===== src/rtl/ibuf_credit_sender_pkg.sv =====
// Shared widths and helpers for the decode-side instruction-buffer credit sender.
package ibuf_credit_sender_pkg;

   function automatic int log2up(input int n);
      return (n > 1) ? $clog2(n) : 1;
   endfunction

   function automatic int cnt_width(input int credits);
      return $clog2(credits + 1);
   endfunction

   localparam int ISSUE_WIDTH_DEF = 4;
   localparam int NUM_WARPS_DEF   = 16;
   localparam int ISW_W           = log2up(ISSUE_WIDTH_DEF);
   localparam int NW_W            = log2up(NUM_WARPS_DEF);

   // Issue slot of a warp is wid modulo ISSUE_WIDTH; a single slot is always slot 0.
   function automatic int unsigned wid_to_isw(input int unsigned wid,
                                              input int unsigned issue_width);
      return (issue_width > 1) ? (wid & (issue_width - 1)) : 0;
   endfunction

endpackage


===== src/rtl/ibuf_credit_sender_counter.sv =====
// Per-slot saturating credit counters: one inc/dec counter per issue slot.
module ibuf_credit_counter
   import ibuf_credit_sender_pkg::*;
#(
   parameter int ISSUE_WIDTH = 4,
   parameter int CREDITS     = 4,
   parameter int CNT_W       = cnt_width(CREDITS)
) (
   input  logic                         clk,
   input  logic                         reset,
   input  logic [ISSUE_WIDTH-1:0]       inc,
   input  logic [ISSUE_WIDTH-1:0]       dec,
   output logic [ISSUE_WIDTH*CNT_W-1:0] count,
   output logic [ISSUE_WIDTH-1:0]       zero,
   output logic [ISSUE_WIDTH-1:0]       overflow
);

   for (genvar i = 0; i < ISSUE_WIDTH; i++) begin : g_slot
      logic [CNT_W-1:0] cnt;

      // NOTE: sequential state uses non-blocking assignments so every counter
      // samples the same pre-edge values.
      always_ff @(posedge clk) begin
         if (!reset) begin
            cnt <= CNT_W'(CREDITS);
         end else if (inc[i] && !dec[i]) begin
            if (cnt != CNT_W'(CREDITS))
               cnt <= cnt + CNT_W'(1);
         end else if (dec[i] && !inc[i]) begin
            cnt <= cnt - CNT_W'(1);
         end
      end

      assign count[i*CNT_W +: CNT_W] = cnt;
      assign zero[i]                 = (cnt == '0);
      assign overflow[i]             = inc[i] && !dec[i] && (cnt == CNT_W'(CREDITS));
   end

endmodule


===== src/rtl/ibuf_credit_sender.sv =====
// Registers decoded instructions and presents them to their issue slot only
// when that slot's buffer has a credit; returns credits on ibuf_pop.
module ibuf_credit_sender
   import ibuf_credit_sender_pkg::*;
#(
   parameter  int ISSUE_WIDTH = 4,
   parameter  int NUM_WARPS   = 16,
   parameter  int CREDITS     = 4,
   parameter  int DATAW       = 128,
   localparam int NW_BITS     = log2up(NUM_WARPS),
   localparam int ISW_BITS    = log2up(ISSUE_WIDTH),
   localparam int CNT_W       = cnt_width(CREDITS)
) (
   input  logic                         clk,
   input  logic                         reset,
   input  logic                         in_valid,
   input  logic [NW_BITS-1:0]           in_wid,
   input  logic [DATAW-1:0]             in_data,
   output logic                         in_ready,
   output logic                         out_valid,
   output logic [NW_BITS-1:0]           out_wid,
   output logic [DATAW-1:0]             out_data,
   input  logic                         out_ready,
   input  logic [ISSUE_WIDTH-1:0]       ibuf_pop,
   output logic [ISSUE_WIDTH-1:0]       slot_full,
   output logic [ISSUE_WIDTH*CNT_W-1:0] credit_cnt,
   output logic                         credit_err
);

   logic                   reg_valid;
   logic [NW_BITS-1:0]     reg_wid;
   logic [DATAW-1:0]       reg_data;
   logic [ISW_BITS-1:0]    reg_isw;
   logic                   fire;
   logic [ISSUE_WIDTH-1:0] dec;
   logic [ISSUE_WIDTH-1:0] zero;
   logic [ISSUE_WIDTH-1:0] overflow;

   assign reg_isw   = ISW_BITS'(wid_to_isw(32'(reg_wid), ISSUE_WIDTH));
   assign out_valid = reg_valid && !zero[reg_isw];
   assign fire      = out_valid && out_ready;
   assign in_ready  = !reg_valid || fire;
   assign out_wid   = reg_wid;
   assign out_data  = reg_data;
   assign slot_full = zero;

   // NOTE: every always_comb output gets a default first so no latch is inferred.
   always_comb begin
      dec = '0;
      if (fire)
         dec[reg_isw] = 1'b1;
   end

   always_ff @(posedge clk) begin
      if (!reset)
         reg_valid <= 1'b0;
      else if (in_valid && in_ready)
         reg_valid <= 1'b1;
      else if (fire)
         reg_valid <= 1'b0;
   end

   // NOTE: the payload is qualified by reg_valid, so it carries no reset.
   always_ff @(posedge clk) begin
      if (in_valid && in_ready) begin
         reg_wid  <= in_wid;
         reg_data <= in_data;
      end
   end

   // Credits guarantee buffer space, so a refused presentation is an error too.
   always_ff @(posedge clk) begin
      if (!reset)
         credit_err <= 1'b0;
      else if ((|overflow) || (out_valid && !out_ready))
         credit_err <= 1'b1;
   end

   ibuf_credit_counter #(
      .ISSUE_WIDTH (ISSUE_WIDTH),
      .CREDITS     (CREDITS),
      .CNT_W       (CNT_W)
   ) u_credit_counter (
      .clk      (clk),
      .reset    (reset),
      .inc      (ibuf_pop),
      .dec      (dec),
      .count    (credit_cnt),
      .zero     (zero),
      .overflow (overflow)
   );

endmodule


===== config.mk =====
export PLATFORM = sky130hd
export DESIGN_NAME = ibuf_credit_sender
export DESIGN_NICKNAME = d
export VERILOG_FILES = /design/src/rtl/ibuf_credit_sender_pkg.sv /design/src/rtl/ibuf_credit_sender_counter.sv /design/src/rtl/ibuf_credit_sender.sv
export SDC_FILE = /design/constraint.sdc
export NUM_CORES = 1
export LEC_CHECK = 0
export BUFFER_PORTS_ARGS = -buffer_cell sky130_fd_sc_hd__buf_4
export CAP_MARGIN = 10
export CORE_UTILIZATION = 30
export CTS_BUF_LIST = sky130_fd_sc_hd__clkbuf_16
export CTS_CLUSTER_SIZE = 24
export DETAILED_ROUTE_END_ITERATION = 16
export HOLD_SLACK_MARGIN = 0.05
export PLACE_DENSITY = 0.62
export SLEW_MARGIN = 0
export SYNTH_ARGS = -nofsm -noshare
export SYNTH_HDL_FRONTEND = slang
export SYNTH_HIERARCHICAL = 1
export SYNTH_SLANG_ARGS = --single-unit
export TNS_END_PERCENT = 50

===== constraint.sdc =====
create_clock -name clk -period 11.2 [get_ports clk]
set_clock_uncertainty 0.15 [all_clocks]
set_input_delay 3.36 -clock clk [delete_from_list [all_inputs] [get_ports clk]]
set_output_delay 3.36 -clock clk [all_outputs]
set_load 0.03 [all_outputs]

==> reports/metrics.yaml <==
drt:
  ant_nets: 0
  drcViolationCount: 0
  avgViaCountPerCell: 4.40
  drt_iter0_drc: 140
  first_pass_iters: 4
  wl_per_cell_um: 16.1
  wl_um: 12800
  via_count: 3504
synthesis:
  syn_inst: 258
  synth_edf_count: 132
  synth_top_flop_cell: "edfxtp_1"
  yosysTopAreaCellShare: 0.793
  netlist.top_cell.by_area: "edfxtp_1"
  ys_ff_latch: 146
  synth_cell_types: 43
  yosysSeqAreaShare: 0.849
  syn_nets: 402
  syn_avg_cell_area_um2: 19.4
  synthTopCellsByArea: "edfxtp_1 (79%), dfxtp_1 (5.6%), fa_1 (1.6%)"
  yosysWarnings: 6
  synthesis.area_mm2: 0.00500
  synthArstFlopShare: 0
cts:
  clockRootBuffer: "clkbuf_16"
  clk_pin_slew_ns: 0.06
  clockBufferDepth: 2
  cts_resized: 0
  cts_tree: "yes"
  ctsHoldBuffers: 0
  clkLatencyLatePin_ns: 0.41
  cts_buffers: 17
  post_cts_buffers: 0
  htreeDepth: 4
  cts_sinks: 146
status:
  status: "finished clean"
sta:
  hold_ws_ns: 0.450
  finalHoldViolCount: 0
  slew_headroom: 0.407
  setup_tns_ns: 0
  fmax_mhz: 134
  drv_slew: 0
  tightest_slew_ns: 0.889
  setup_viol: 0
  period_minus_slack_ns: 7.46
  post-route-period-util: 0.666
  rsz0062_at_grt: "no"
  setup_slack_ns: 3.74
setup_path:
  end_kind: "primary output"
  critPathRequiredTime_ns: 7.69
  startpoint_type: "input pin"
  path_max_fanout: 4
  arrival_ns: 3.95
  crit_type: "in -> out"
place:
  dpl_worst_slack_ns: 3.77
  routabilityCongestion: 0.814
  dp_hpwl_um: 9500
  place_area_mm2: 0.00747
  portBuffers: 290
pwr:
  power.density_mw_per_mm2: 178
  p_leak_nw: 3.38
  irDropWorstVdd_uv: 108
  finalPower_mw: 1.44
floorplan:
  fp.dieH_um: 131
  fp.dieW_um: 131
  core_mm2: 0.0161
  rows: 46
  initial_core_util: 0.311
  pin_count: 291
  die-area_mm2: 0.0172
global_route:
  grt_max_degree: 68
  grt_pass1_wl_um: 17700
  grt_pass1_vias: 3343
  antenna_found_initial: 0
  track_usage: 0.140
  overflow: 0
finish:
  drive_gt1_frac: 0.565
  diodes: 0
  seq_area_mm2: 0.00424
  stdcell_area_mm2: 0.00807
  fin_nets: 712
  area_delta_synth_final_pct: 61.3
  multi_input_comb_area_um2: 709
  fillers: 1400
worst_hold_path:
  hold_class: "reg -> reg"
run:
  cap_violations: 0
[sequential cells by signal, summed over array words and instances (netlist names)]
| name | cells |
|---|---|
| out_wid | 4 |
| reg_valid | 1 |
| u_credit_counter/g_slot.cnt | 12 |
| out_data | 128 |
| credit_err | 1 |
[per-stage QoR]
step,utilization,instances
floorplan,-,258
global placement,0.465,765
detailed placement,0.465,765
CTS,0.502,797
global route,0.502,797
finish,0.502,797
[worst max-delay path: stages]
cell and delay [ns]:
buf_4 0.10, inv_1 0.08, o21ai_0 0.21, buf_4 0.20
[logic make-up (layout without fill, tap and decap cells)]
family                   Yosys count  after routing  share of synthesized area
AND/OR/NAND/NOR                   49             49                     0.0581
flip-flops                       146            146                      0.849
multiplexers                       5              5                     0.0103
adder cells (fa/ha/maj)            4              4                     0.0160
buffers and inverters             16            339                     0.0120
AO/OA/AOI/OAI                     38             38                     0.0548
[cells in the mapped netlist (2+ instances only)]
cell type  instances
o311ai_1           2
o2111ai_1          2
inv_1             13
mux2i_1            4
dfxtp_1           14
o311a_1            4
nand4b_1           2
edfxtp_1         132
and2_1             2
o21ai_0            7
or3b_1             6
a21oi_1            7
or3_1              2
and3_1             2
inv_2              2
nor2_1            11
nand3_1            2
nor2b_1            7
a221oi_1           2
nor3_1             5
nor3b_1            2
a311oi_1           2
fa_1               4
nand2_1            3
[power by group]
group	total [mW]	switching, mW	internal, mW	leakage, nW
logic	0.212	0.127	0.0850	1.72
registers	0.656	0.0145	0.642	1.38
clock network	0.570	0.235	0.335	0.279
[worst paths after layout]
| path | endpoint | from | cells after the start | slack, ns |
|---|---|---|---|---|
| worst min-delay path | u_credit_counter/g_slot[2].cnt[2]$_SDFFE_PN1P_ | u_credit_counter/g_slot[2].cnt[2]$_SDFFE_PN1P_ | 1 | 0.45 |
| worst max-delay path | in_ready | out_ready | 4 | 3.74 |
| worst max register to register | out_data[7]$_DFFE_PP_ | u_credit_counter/g_slot[3].cnt[1]$_SDFFE_PN0P_ | 6 | 7.86 |
| worst min register to register | u_credit_counter/g_slot[2].cnt[2]$_SDFFE_PN1P_ | u_credit_counter/g_slot[2].cnt[2]$_SDFFE_PN1P_ | 1 | 0.45 |
[layer usage]
layer / vias to the layer above / routed length (um) / global-route usage
li1: 1643 / - / -
met1: 1678 / 4480 / 0.146
met2: 169 / 6940 / 0.255
met3: 14 / 1230 / 0.0491
met4: 0 / 179 / 0.0602
met5: - / 0 / 0
[final cells by class]
cell class | instances | share of cell area
flip-flops and latches | 146 | 0.526
repair buffers | 292 | 0.272
multi-input cells | 96 | 0.0879
clock buffers | 17 | 0.0527
well taps | 216 | 0.0335
clock inverters | 15 | 0.0209
inverters | 15 | 0.00698
[cells in the final DEF, fill, tap and decap left out, drive strengths merged, types with 2 or more instances in the layout]
cell	Yosys	layout
a21oi	7	7
inv	15	23
dfxtp	14	14
nand3	2	2
mux2i	4	4
nor2	11	11
nor3b	2	2
fa	4	4
o311ai	2	2
or3b	6	6
edfxtp	132	132
clkbuf	1	17
nand2	3	3
bufinv	0	2
o311a	4	4
or3	2	2
nor3	5	5
nor2b	8	8
o2111ai	2	2
buf	0	292
and3	2	2
a311oi	2	2
nand4b	2	2
o21ai	8	8
and2	2	2
clkinvlp	0	4
a221oi	2	2
No activity file was read; power rests on OpenSTA's default activity.
